`src/rtl/toggle_event_decoder_pkg.sv`:
```
// Shared types and default sizing for the toggle-encoded event receiver.
package toggle_event_decoder_pkg;

    typedef enum logic [1:0] {
        ARM   = 2'd0,
        EMPTY = 2'd1,
        HOLD  = 2'd2,
        FULL  = 2'd3
    } state_t;

    localparam int unsigned DEF_SYNC_STAGES = 2;
    localparam int unsigned DEF_CNT_W       = 8;
    localparam int unsigned DEF_PEND_W      = 3;
    localparam int unsigned SYNC_MIN        = 1;
    localparam int unsigned SYNC_MAX        = 4;

endpackage

```
`src/rtl/toggle_event_decoder_sync.sv`:
```
// Synchronizer chain plus previous-level register for any toggle-encoded line.
module toggle_sync
    import toggle_event_decoder_pkg::*;
#(
    parameter int unsigned SYNC_STAGES = DEF_SYNC_STAGES
) (
    input  logic clk,
    input  logic rst_n,
    input  logic t_in,
    output logic det,
    output logic level
);

    logic [SYNC_STAGES-1:0] chain;
    logic                   prev;

    always_ff @(posedge clk) begin
        if (!rst_n) begin
            chain <= '0;
            prev  <= 1'b0;
        end else begin
            chain[0] <= t_in;
            for (int unsigned i = 1; i < SYNC_STAGES; i++) begin
                chain[i] <= chain[i-1];
            end
            prev <= chain[SYNC_STAGES-1];
        end
    end

    assign det   = chain[SYNC_STAGES-1] ^ prev;
    assign level = prev;

endmodule

```
`src/rtl/toggle_event_decoder.sv`:
```
// Toggle-line event receiver: pending queue with valid/ready, event counter,
// sticky overrun and transmitter Q/Q' mirror.
module toggle_event_decoder
    import toggle_event_decoder_pkg::*;
#(
    parameter int unsigned SYNC_STAGES = DEF_SYNC_STAGES,
    parameter int unsigned CNT_W       = DEF_CNT_W,
    parameter int unsigned PEND_W      = DEF_PEND_W
) (
    input  logic              CLK,
    input  logic              RST_N,
    input  logic              T_IN,
    output logic              EVT_VALID,
    input  logic              EVT_READY,
    output logic [PEND_W-1:0] PENDING,
    output logic [CNT_W-1:0]  EVT_COUNT,
    output logic              OVERRUN,
    input  logic              CLR_OVR,
    output logic              Q_MIRROR,
    output logic              Q_PRIME_MIRROR
);

    if (SYNC_STAGES < SYNC_MIN || SYNC_STAGES > SYNC_MAX) begin : g_bad_sync
        $error("toggle_event_decoder: SYNC_STAGES out of range 1..4");
    end

    localparam logic [PEND_W-1:0] MAX_PEND = '1;
    localparam logic [PEND_W-1:0] PEND_ONE = PEND_W'(1);
    localparam logic [CNT_W-1:0]  CNT_ONE  = CNT_W'(1);
    localparam logic [2:0]        ARM_LAST = 3'(SYNC_STAGES);

    state_t            state;
    state_t            state_nxt;
    logic [2:0]        arm_cnt;
    logic              det_raw;
    logic              det;
    logic              acc;
    logic              level;
    logic [PEND_W-1:0] pend_nxt;
    logic              ovr_set;

    toggle_sync #(
        .SYNC_STAGES(SYNC_STAGES)
    ) u_sync (
        .clk  (CLK),
        .rst_n(RST_N),
        .t_in (T_IN),
        .det  (det_raw),
        .level(level)
    );

    assign det = det_raw & (state != ARM);
    assign acc = EVT_VALID & EVT_READY;

    always_comb begin
        pend_nxt = PENDING;
        ovr_set  = 1'b0;
        if (det && !acc) begin
            if (PENDING == MAX_PEND) ovr_set  = 1'b1;
            else                     pend_nxt = PENDING + PEND_ONE;
        end else if (!det && acc) begin
            pend_nxt = PENDING - PEND_ONE;
        end

        if (pend_nxt == '0)            state_nxt = EMPTY;
        else if (pend_nxt == MAX_PEND) state_nxt = FULL;
        else                           state_nxt = HOLD;
    end

    always_ff @(posedge CLK) begin
        if (!RST_N) begin
            state     <= ARM;
            arm_cnt   <= '0;
            PENDING   <= '0;
            EVT_VALID <= 1'b0;
            EVT_COUNT <= '0;
            OVERRUN   <= 1'b0;
        end else if (state == ARM) begin
            // Hold off detection until prev has caught up with the synchronized level.
            arm_cnt <= arm_cnt + 3'd1;
            if (arm_cnt == ARM_LAST) state <= EMPTY;
        end else begin
            state     <= state_nxt;
            PENDING   <= pend_nxt;
            EVT_VALID <= (pend_nxt != '0);
            if (det) EVT_COUNT <= EVT_COUNT + CNT_ONE;
            if (ovr_set)      OVERRUN <= 1'b1;
            else if (CLR_OVR) OVERRUN <= 1'b0;
        end
    end

    assign Q_MIRROR       = level;
    assign Q_PRIME_MIRROR = ~level;

endmodule

```
`config.mk`:
```
export PLATFORM = sky130hd
export DESIGN_NAME = toggle_event_decoder
export DESIGN_NICKNAME = d
export VERILOG_FILES = /design/src/rtl/toggle_event_decoder_pkg.sv /design/src/rtl/toggle_event_decoder_sync.sv /design/src/rtl/toggle_event_decoder.sv
export SDC_FILE = /design/constraint.sdc
export NUM_CORES = 1
export LEC_CHECK = 0
export CAP_MARGIN = 40
export CORE_AREA = 3 3 52 49
export CTS_BUF_LIST = sky130_fd_sc_hd__clkbuf_4
export DETAILED_ROUTE_END_ITERATION = 6
export DIE_AREA = 0 0 55 52
export PLACE_DENSITY_LB_ADDON = 0.1
export SYNTH_ARGS = -nofsm -noshare
export SYNTH_HDL_FRONTEND = slang
export SYNTH_SLANG_ARGS = --single-unit
```
`constraint.sdc`:
```
create_clock -name CLK -period 2.5 [get_ports CLK]
set_clock_uncertainty 0.15 [all_clocks]
set_input_delay 0.375 -clock CLK [delete_from_list [all_inputs] [get_ports CLK]]
set_output_delay 0.375 -clock CLK [all_outputs]
set_load 0.005 [all_outputs]
```
==> summary.md <==
| Metric | Value |
|---|---|
| Synth Instances | `115` |
| CP max FO | `7` |
| Die Y | `52 um` |
| Min cycle time layout | `2.03 ns` |
| Synth top area cells | `dfxtp_1 39%, nor2_1 6.3%, ha_1 5.9%` |
| Layout Cell Area excl Fill | `1320 sq um` |
| H-Tree Depth | `1` |
| DRC | `0` |
| HPWL reported at the end of detailed placement | `1.58 mm` |
| Synth-to-Final Area Change | `24.2%` |
| First-pass GRT wire length | `3.51 mm` |
| CTS root buf | `clkbuf_4` |
| R2R setup slack | `0.47 ns` |
| Largest net degree at the start of global routing | `16` |
| CP Data Required Time | `2.55 ns` |
| Max Slew Vio Count | `0` |
| Power Density | `741 nW/um^2` |
| Syn_area_per_cell | `9.27 sq um` |
| Peak supply drop | `0.515 mV` |
| Routed wire length | `2.05 mm` |
| Post-DRT Antenna Nets | `0` |
| Slew HR | `0.692` |
| CTS Hold Bufs | `0` |
| Non-Filler Instances | `165` |
| CTS tree | `yes` |
| Share of layout cells above drive strength 1 | `0.123` |
| DR WL/cell | `12.4 um` |
| Period utilization | `0.812` |
| Synth warn | `0` |
| Ant diodes | `0` |
| Worst endpoint data arrival time | `2.08 ns` |
| Layout net count | `149` |
| Total GRT Usage | `0.167` |
| Syn Std Cell Area | `1070 sq um` |
| Post-CTS sizing | `0` |
| DP Cell Count | `161` |
| Hold Crit Class | `reg -> reg` |
| Pre-Repair DR Iteration Count | `6` |
| FILL cells | `199` |
| Initial DRC count | `23` |
| GPL Wtd Cong | `0.793` |
| Final hold viol count | `0` |
| Synth area leader | `dfxtp_1` |
| # port buffers | `19` |
| Status | `complete, no violations` |
| Longest Clk Path Bufs | `2` |
| Crit path kind | `reg -> reg` |
| Vias in the first global route | `837` |
| Unrepaired setup endpoints after global routing | `no` |
| Reg clk slew, reported paths | `0.12 ns` |
| Seq cells post-synth | `21` |
| Syn_nets | `125` |
| Synth top area share | `0.394` |
| Initial antenna violation count | `0` |
| Via Count | `886` |
| Congestion Overflow GR | `0` |
| Starting Density | `0.502` |
| P_leak | `0.492 nW` |
| CP endpoint kind | `flop` |
| Core Footprint | `2120 sq um` |
| Post-synthesis sequential area ratio | `0.394` |
| Max-cap violations | `0` |
| Fmax achieved | `0.493 GHz` |
| Post-CTS setup buffer count | `0` |
| Sink Count | `21` |
| Final setup viols | `0` |
| Via density | `5.37` |
| Clock latency on the worst-skew pair | `0.31 ns` |
| Netlist cell types | `40` |
| Total Neg Setup Slack | `0 ns` |
| Startpoint types | `flop` |
| Std-Cell Rows | `16` |
| CTS Buf Count | `3` |
| IO Count | `20` |
| Die area | `2860 sq um` |
| Chip width | `55 um` |
| Placed cell area | `1300 sq um` |
| Slew @ Worst Pin | `0.462 ns` |
-- worst max-delay path: stages (launching register included) --
cell       delay (ns)
dfxtp_1          0.47
ha_1             0.34
a2111oi_4        0.13
or4_1            0.50
o21ai_2          0.09
a21oi_2          0.08
and2_1           0.16
-- synth_stat cells (all sizes together) --
library cell,count
a2111oi,1
a211o,1
a211oi,2
a21oi,4
a22oi,1
a311oi,1
a31oi,1
a32oi,1
and2,5
and3,2
and4,1
buf,1
clkbuf,1
dfxtp,21
ha,5
inv,6
mux2i,1
nand2,8
nand3,2
nand4,3
nor2,20
nor2b,1
nor3,1
nor4,1
o211a,1
o211ai,1
o21ai,4
o22ai,1
o31a,2
o32ai,1
or2,1
or4,1
xnor2,4
xor2,8
-- per-stage QoR --
stage	util	hold WS (ns)	worst slack, ns	total power, mW
4_1_cts	0.624	0.309	0.482	0.990
3_3_place_gp	0.611	0.266	0.222	0.819
5_1_grt	0.624	0.314	0.384	1.06
2_1_floorplan	-	0.262	0.614	0.705
3_5_place_dp	0.611	0.281	0.217	0.827
6_report	0.624	0.309	0.471	0.981
-- sequential cells by signal, summed over array words and instances (netlist names) --
| register | count |
|---|---|
| EVT_COUNT | 8 |
| OVERRUN | 1 |
| PENDING | 3 |
| arm_cnt | 3 |
| u_sync.level | 1 |
| state | 2 |
| EVT_VALID | 1 |
| u_sync.chain | 2 |
-- final timing paths --
check        depth (start not counted)              end            start
min                                  1  u_sync.chain[1]  u_sync.chain[0]
min reg2reg                          1  u_sync.chain[1]  u_sync.chain[0]
max                                  6         state[1]       PENDING[1]
max reg2reg                          6         state[1]       PENDING[1]
-- kinds of logic after synthesis --
logic type,Yosys count,share of synthesized area
and+or+nand+nor,46,0.216
AOI/OAI and AO/OA,22,0.180
DFF,21,0.394
xor gates and xnor gates,12,0.113
buffers and inverters,8,0.0293
adders and majority gates,5,0.0587
muxes,1,0.00939
-- power breakdown --
group	leakage (nW)	total [mW]	internal [mW]	switching [mW]
combinational	0.303	0.386	0.184	0.202
sequential	0.171	0.433	0.383	0.0497
clock	0.0177	0.162	0.0597	0.102
-- final cells by class --
cell class              instances  area, sq um  area share
flip-flops and latches         21          420       0.318
clock inverters                 1         5.00     0.00378
clock buffers                   3         22.5      0.0170
multi-input cells              86          614       0.464
well taps                      27         33.8      0.0255
inverters                       6         22.5      0.0170
repair buffers                 21          205       0.155
-- per-layer routing --
layer  wire [um]  part of all wire  up-vias  global-route usage
met5           0                 0        -                   0
met4          28             0.014        0              0.0607
met3          72             0.035        4              0.0344
met2         968              0.47       14               0.272
met1         983              0.48      417               0.213
li1            -                 -      451                   -
-- placed cells by master, fill, tap and decap left out, drive strengths merged, types with 2 or more instances in the layout --
cell type,count
inv,6
and3,2
a21oi,4
clkdlybuf4s50,19
clkbuf,3
o31a,2
a211oi,2
nand2,8
xnor2,4
nand4,3
ha,5
nor2,20
nand3,2
o21ai,4
dfxtp,21
buf,2
and2,5
xor2,8
Power figures use the tool's default switching activity.
